$ cat src/rtl/mips_muldiv_unit.sv
// Iterative multiply/divide unit with architectural HI/LO for the MIPS Execute stage.
// One shift-add or restoring shift-subtract step per cycle; sign fix-up and HI/LO write in FIX.
//
// state  | meaning
// S_IDLE | waiting for StartE; MTHI/MTLO writes land here
// S_RUN  | WIDTH iteration steps on operand magnitudes
// S_FIX  | sign correction, HI/LO write, DoneE next cycle
module mips_muldiv_unit #(
    parameter int WIDTH = 32
) (
    input  logic             CLK,
    input  logic             RST,
    input  logic             StartE,
    input  logic [1:0]       OpE,
    input  logic [WIDTH-1:0] SrcAE,
    input  logic [WIDTH-1:0] SrcBE,
    input  logic [1:0]       MoveToE,
    input  logic             AbortE,
    input  logic             MfReqD,
    output logic [WIDTH-1:0] HiOut,
    output logic [WIDTH-1:0] LoOut,
    output logic             BusyE,
    output logic             DoneE,
    output logic             DivZeroE,
    output logic             StallMD
);

    localparam int CNT_W = $clog2(WIDTH);

    typedef enum logic [1:0] {S_IDLE, S_RUN, S_FIX} state_t;

    state_t           state_q, state_d;
    logic [CNT_W-1:0] cnt_q, cnt_d;
    logic             is_div_q, is_div_d;
    logic             q_neg_q, q_neg_d;
    logic             r_neg_q, r_neg_d;
    logic [WIDTH-1:0] m_q, m_d;
    logic [WIDTH-1:0] acc_hi_q, acc_hi_d;
    logic [WIDTH-1:0] acc_lo_q, acc_lo_d;
    logic [WIDTH-1:0] a_raw_q, a_raw_d;
    logic [WIDTH-1:0] hi_q, hi_d;
    logic [WIDTH-1:0] lo_q, lo_d;
    logic             done_q, done_d;
    logic             dz_q, dz_d;

    logic             signed_in, a_neg_in, b_neg_in;
    logic [WIDTH-1:0] a_abs, b_abs;
    logic [WIDTH:0]   mul_sum;
    logic [WIDTH:0]   div_r;
    logic [WIDTH-1:0] div_sub;
    logic             div_ok;
    logic [2*WIDTH-1:0] prod_fix;
    logic [WIDTH-1:0] quo_fix, rem_fix;

    assign signed_in = ~OpE[0];
    assign a_neg_in  = signed_in & SrcAE[WIDTH-1];
    assign b_neg_in  = signed_in & SrcBE[WIDTH-1];
    assign a_abs     = a_neg_in ? -SrcAE : SrcAE;
    assign b_abs     = b_neg_in ? -SrcBE : SrcBE;

    assign mul_sum = {1'b0, acc_hi_q} + (acc_lo_q[0] ? {1'b0, m_q} : {(WIDTH+1){1'b0}});

    // Partial remainder stays below the divisor, so the W-bit difference is exact when taken.
    assign div_r   = {acc_hi_q, acc_lo_q[WIDTH-1]};
    assign div_ok  = (div_r >= {1'b0, m_q});
    assign div_sub = div_r[WIDTH-1:0] - m_q;

    assign prod_fix = q_neg_q ? -{acc_hi_q, acc_lo_q} : {acc_hi_q, acc_lo_q};
    assign quo_fix  = q_neg_q ? -acc_lo_q : acc_lo_q;
    assign rem_fix  = r_neg_q ? -acc_hi_q : acc_hi_q;

    always_comb begin
        state_d  = state_q;
        cnt_d    = cnt_q;
        is_div_d = is_div_q;
        q_neg_d  = q_neg_q;
        r_neg_d  = r_neg_q;
        m_d      = m_q;
        acc_hi_d = acc_hi_q;
        acc_lo_d = acc_lo_q;
        a_raw_d  = a_raw_q;
        hi_d     = hi_q;
        lo_d     = lo_q;
        done_d   = 1'b0;
        dz_d     = 1'b0;

        case (state_q)
            S_IDLE: begin
                if (StartE) begin
                    if (!AbortE) begin
                        is_div_d = OpE[1];
                        q_neg_d  = a_neg_in ^ b_neg_in;
                        r_neg_d  = a_neg_in;
                        a_raw_d  = SrcAE;
                        cnt_d    = '0;
                        acc_hi_d = '0;
                        if (OpE[1]) begin
                            m_d      = b_abs;
                            acc_lo_d = a_abs;
                        end else begin
                            m_d      = a_abs;
                            acc_lo_d = b_abs;
                        end
                        state_d = S_RUN;
                    end
                end else begin
                    if (MoveToE[1]) hi_d = SrcAE;
                    if (MoveToE[0]) lo_d = SrcAE;
                end
            end
            S_RUN: begin
                if (AbortE) begin
                    state_d = S_IDLE;
                end else begin
                    if (is_div_q) begin
                        acc_hi_d = div_ok ? div_sub : div_r[WIDTH-1:0];
                        acc_lo_d = {acc_lo_q[WIDTH-2:0], div_ok};
                    end else begin
                        acc_hi_d = mul_sum[WIDTH:1];
                        acc_lo_d = {mul_sum[0], acc_lo_q[WIDTH-1:1]};
                    end
                    cnt_d = cnt_q + CNT_W'(1);
                    if (cnt_q == CNT_W'(WIDTH-1)) state_d = S_FIX;
                end
            end
            S_FIX: begin
                state_d = S_IDLE;
                if (!AbortE) begin
                    done_d = 1'b1;
                    if (!is_div_q) begin
                        {hi_d, lo_d} = prod_fix;
                    end else if (m_q == '0) begin
                        lo_d = '1;
                        hi_d = a_raw_q;
                        dz_d = 1'b1;
                    end else begin
                        lo_d = quo_fix;
                        hi_d = rem_fix;
                    end
                end
            end
            default: state_d = S_IDLE;
        endcase
    end

    always_ff @(posedge CLK or negedge RST) begin
        if (!RST) begin
            state_q  <= S_IDLE;
            cnt_q    <= '0;
            is_div_q <= 1'b0;
            q_neg_q  <= 1'b0;
            r_neg_q  <= 1'b0;
            m_q      <= '0;
            acc_hi_q <= '0;
            acc_lo_q <= '0;
            a_raw_q  <= '0;
            hi_q     <= '0;
            lo_q     <= '0;
            done_q   <= 1'b0;
            dz_q     <= 1'b0;
        end else begin
            state_q  <= state_d;
            cnt_q    <= cnt_d;
            is_div_q <= is_div_d;
            q_neg_q  <= q_neg_d;
            r_neg_q  <= r_neg_d;
            m_q      <= m_d;
            acc_hi_q <= acc_hi_d;
            acc_lo_q <= acc_lo_d;
            a_raw_q  <= a_raw_d;
            hi_q     <= hi_d;
            lo_q     <= lo_d;
            done_q   <= done_d;
            dz_q     <= dz_d;
        end
    end

    assign HiOut    = hi_q;
    assign LoOut    = lo_q;
    assign BusyE    = (state_q != S_IDLE);
    assign DoneE    = done_q;
    assign DivZeroE = dz_q;
    assign StallMD  = BusyE & (MfReqD | StartE | (|MoveToE));

endmodule

$ cat config.mk
export PLATFORM = sky130hd
export DESIGN_NAME = mips_muldiv_unit
export DESIGN_NICKNAME = d
export VERILOG_FILES = /design/src/rtl/mips_muldiv_unit.sv
export SDC_FILE = /design/constraint.sdc
export NUM_CORES = 1
export LEC_CHECK = 0
export BUFFER_PORTS_ARGS = -buffer_cell sky130_fd_sc_hd__clkbuf_2
export CORE_AREA = 10 10 218 220
export DETAILED_ROUTE_END_ITERATION = 16
export DIE_AREA = 0 0 228 230
export GPL_TIMING_DRIVEN = 0
export SETUP_SLACK_MARGIN = 0.4
export SLEW_MARGIN = 20
export SYNTH_ARGS = -nofsm -noshare
export SYNTH_HDL_FRONTEND = slang
export SYNTH_SLANG_ARGS = --single-unit
$ cat constraint.sdc
create_clock -name CLK -period 5.9 [get_ports CLK]
set_clock_uncertainty 0.15 [all_clocks]
set_input_delay 0.295 -clock CLK [delete_from_list [all_inputs] [get_ports CLK]]
set_output_delay 0.295 -clock CLK [all_outputs]
set_load 0.005 [all_outputs]
==> flow_summary_export.csv <==
group,metric,value,unit
run_status,status,"complete, no violations",
setup_path,setup.worst_path.end_class,"flop",
yosys,yosysTopAreaCellShare,30.0,%
setup_path,timing_worst_setup_path_type,"flop to flop",
run,drv_cap,0,
global_route,grt_usage,28.1,%
setup_path,start_kind,"flop",
setup_path,path_max_fanout,10,
yosys,yosysTopAreaCell,"dfrtp_1",
detailed_routing,routed_via_density,5.99,
yosys,synth_warnings,0,
cts,cts.sinks,204,
placement,place_congestion,1.00,
cts,cts_tree,"done",
yosys,ys_seq_area_share,30.0,%
finish,nFillCells,4417,
setup_path,worstPathRequired,6.21,ns
timing,worstMarginPinSlew,1.26,ns
floorplan,coreArea,42900,µm²
yosys,syn_avg_cell_area,7.63,µm²
global_route,busiest_layer,"met2",
placement,placed_cells,2951,
global_route,grt_util_met1,37.4,%
yosys,synth_edf_count,0,
detailed_routing,drc,0,
yosys,synth.most_common_cell,"nand2_1",
cts,clk_pin_slew_worst_paths,0.07,ns
floorplan,die_w,228,µm
setup_path,arrival,5.45,ns
timing,finalSetupTns,0,ns
timing,min_period,5.14,ns
yosys,synth_flop_cell,"dfrtp_1",
detailed_routing,ant_nets,0,
worst_hold_path,min_path_type,"input pin to flop",
global_route,use_met3,5.48,%
timing,hold_viol_final,0,
timing,fmax,195,MHz
floorplan,fp-row-count,76,
placement,hpwl,61100,µm
detailed_routing,routed_wl,76900,µm
detailed_routing,drtIter0Drc,1951,
finish,antenna_cells,0,
placement,io_buffers,135,
yosys,synth_cells,2229,
yosys,syn_area,17000,µm²
power,leakage,8.54,nW
global_route,grt_pass1_wl,114000,µm
global_route,first_global_vias,17400,
cts,cts_buffers,25,
timing,rsz0062_at_grt,"false",
floorplan,io-pin-count,141,
timing,report.final.slew_viol_count,0,
yosys,mappedNetlistNets,2374,
global_route,grt_max_degree,79,
timing,post-route-period-util,87.1,%
cts,clkLatencyLatePin,0.56,ns
global_route,overflow,0,
detailed_routing,via_count,18100,
yosys,synth_area_leaders,"dfrtp_1 30%, nand2_1 6.7%, o21ai_0 5.9%",
global_route,antenna_found_initial,1,
power,power,8.99,mW
floorplan,die_area,52400,µm²
detailed_routing,dr.pass1.iters,6,
floorplan,die_h,230,µm
yosys,async_reset_ff_share,100,%
yosys,yosysUniqueCellTypes,81,
yosys,ys_top_cells_by_count,"306 x nand2_1, 204 x dfrtp_1, 202 x nor2_1",
cts,clk_path_buf_depth,3,
global_route,grt_util_met2,44.0,%
floorplan,start_util,39.7,%
finish,area_growth,15.7,%
finish,drive_gt1_share,9.18,%
yosys,synth-seq-cells,204,
finish,nets,2568,
finish,fin_cells,3025,
power,powerDensity,457,nW/µm²
cts,cts_root_buf,"clkbuf_16",
cts,post_cts_buffers,0,
power,ir_worst_vdd,0.220,mV
detailed_routing,drt-wirelength-per-cell,25.4,µm
timing,maxSlewHeadroom,16.0,%
finish,final_util,45.9,%
timing,setup_viol,0,
cts,htreeDepth,1,
## layer usage
layer	routed length (µm)	share of wire [%]
met2	33900	44
met4	3470	4.5
met5	8	0.010
met3	6180	8.0
met1	33300	43
## through the flow
stage	area (µm²)	setup WS (ns)	hold WS [ns]
global route	19700	0.722	0.0224
detailed placement	18500	0.992	0.220
floorplan	17000	2.38	-0.151
finish	19700	0.762	0.0191
CTS	19700	0.991	0.00306
global placement	18400	0.115	0.304
## critical path, cell delays in order (launching register included)
cell      delay (ns)
dfrtp_1         0.49
inv_1           0.37
clkbuf_1        0.52
nor2_1          0.11
ha_1            0.36
a2111o_1        0.43
o22ai_1         0.41
o211ai_1        0.31
a31o_2          0.34
a221oi_1        0.75
nor4_1          0.24
mux2i_1         0.23
o32ai_1         0.11
a211oi_1        0.19
## what timing repair did
item	4_1_cts	5_1_grt
resized for setup	0	0
hold buffers	30	0
hold endpoints to repair	106	0
## logic make-up after synthesis
| family | count (synthesis) | share of synthesized area (%) |
|---|---|---|
| AND/OR/NAND/NOR | 781 | 21.1 |
| AO/OA/AOI/OAI | 711 | 25.8 |
| buffers and inverters | 226 | 5.18 |
| flip-flops | 204 | 30.0 |
| XOR/XNOR | 183 | 9.42 |
| adder cells (fa/ha/maj) | 72 | 5.38 |
| multiplexers | 52 | 3.10 |
## where the power goes
group          switching (mW)  internal (mW)  total [mW]
combinational            3.18           1.86        5.04
sequential              0.457           1.74        2.20
clock                   0.692           1.07        1.76
total                    4.33           4.67        8.99
## cell type report
type	count	area, µm²	area share, %
sequential	204	5100	25.9
tap	585	732	3.72
inverter	66	248	1.26
clock buffer	31	668	3.39
clock inverter	13	234	1.19
buffer	160	633	3.22
timing repair buffer	167	1040	5.28
multi-input combinational	1799	11000	56.0
## flip-flops by register name, indices dropped and copies added, names as in the netlist, 2 cells and up
signal	flops
m_q	32
a_raw_q	32
state_q	2
HiOut	32
cnt_q	5
acc_hi_q	32
LoOut	32
acc_lo_q	32
## placed cells by master, fill, tap and decap left out, types with 15 or more instances in the layout
cell type | Yosys | layout
nand2_1 | 306 | 306
dfrtp_1 | 204 | 204
nor2_1 | 202 | 202
o21ai_0 | 200 | 200
a21oi_1 | 181 | 181
clkbuf_1 | 135 | 139
clkbuf_2 | 0 | 134
xnor2_1 | 99 | 99
xor2_1 | 84 | 84
ha_1 | 70 | 70
inv_1 | 66 | 66
nor3_1 | 49 | 49
mux2i_1 | 46 | 46
a21o_1 | 40 | 40
or3_1 | 38 | 38
nand3_1 | 34 | 34
o22ai_1 | 33 | 33
o31ai_1 | 32 | 32
o211ai_1 | 31 | 31
a211oi_1 | 30 | 30
dlygate4sd3_1 | 0 | 30
nor4_1 | 28 | 28
clkbuf_16 | 0 | 25
o21ai_1 | 24 | 24
o221ai_1 | 23 | 23
a31oi_1 | 21 | 21
nand2b_1 | 20 | 20
nor2b_1 | 18 | 18
or4_1 | 16 | 16
and2_1 | 15 | 15
nand4_1 | 15 | 15
## path summary, 6_finish.rpt
check,from,to,slack (ns),cells after the start
hold / removal,SrcBE[26],m_q[26],0.02,4
hold reg to reg,a_raw_q[9],a_raw_q[9],0.32,2
min in group asynchronous,RST,HiOut[25],0.16,2
max in group asynchronous,RST,m_q[8],4.51,3
setup / recovery,acc_lo_q[0],acc_hi_q[28],0.76,13
setup reg to reg,acc_lo_q[0],acc_hi_q[28],0.76,13
No activity file was read; power rests on OpenSTA's default activity.
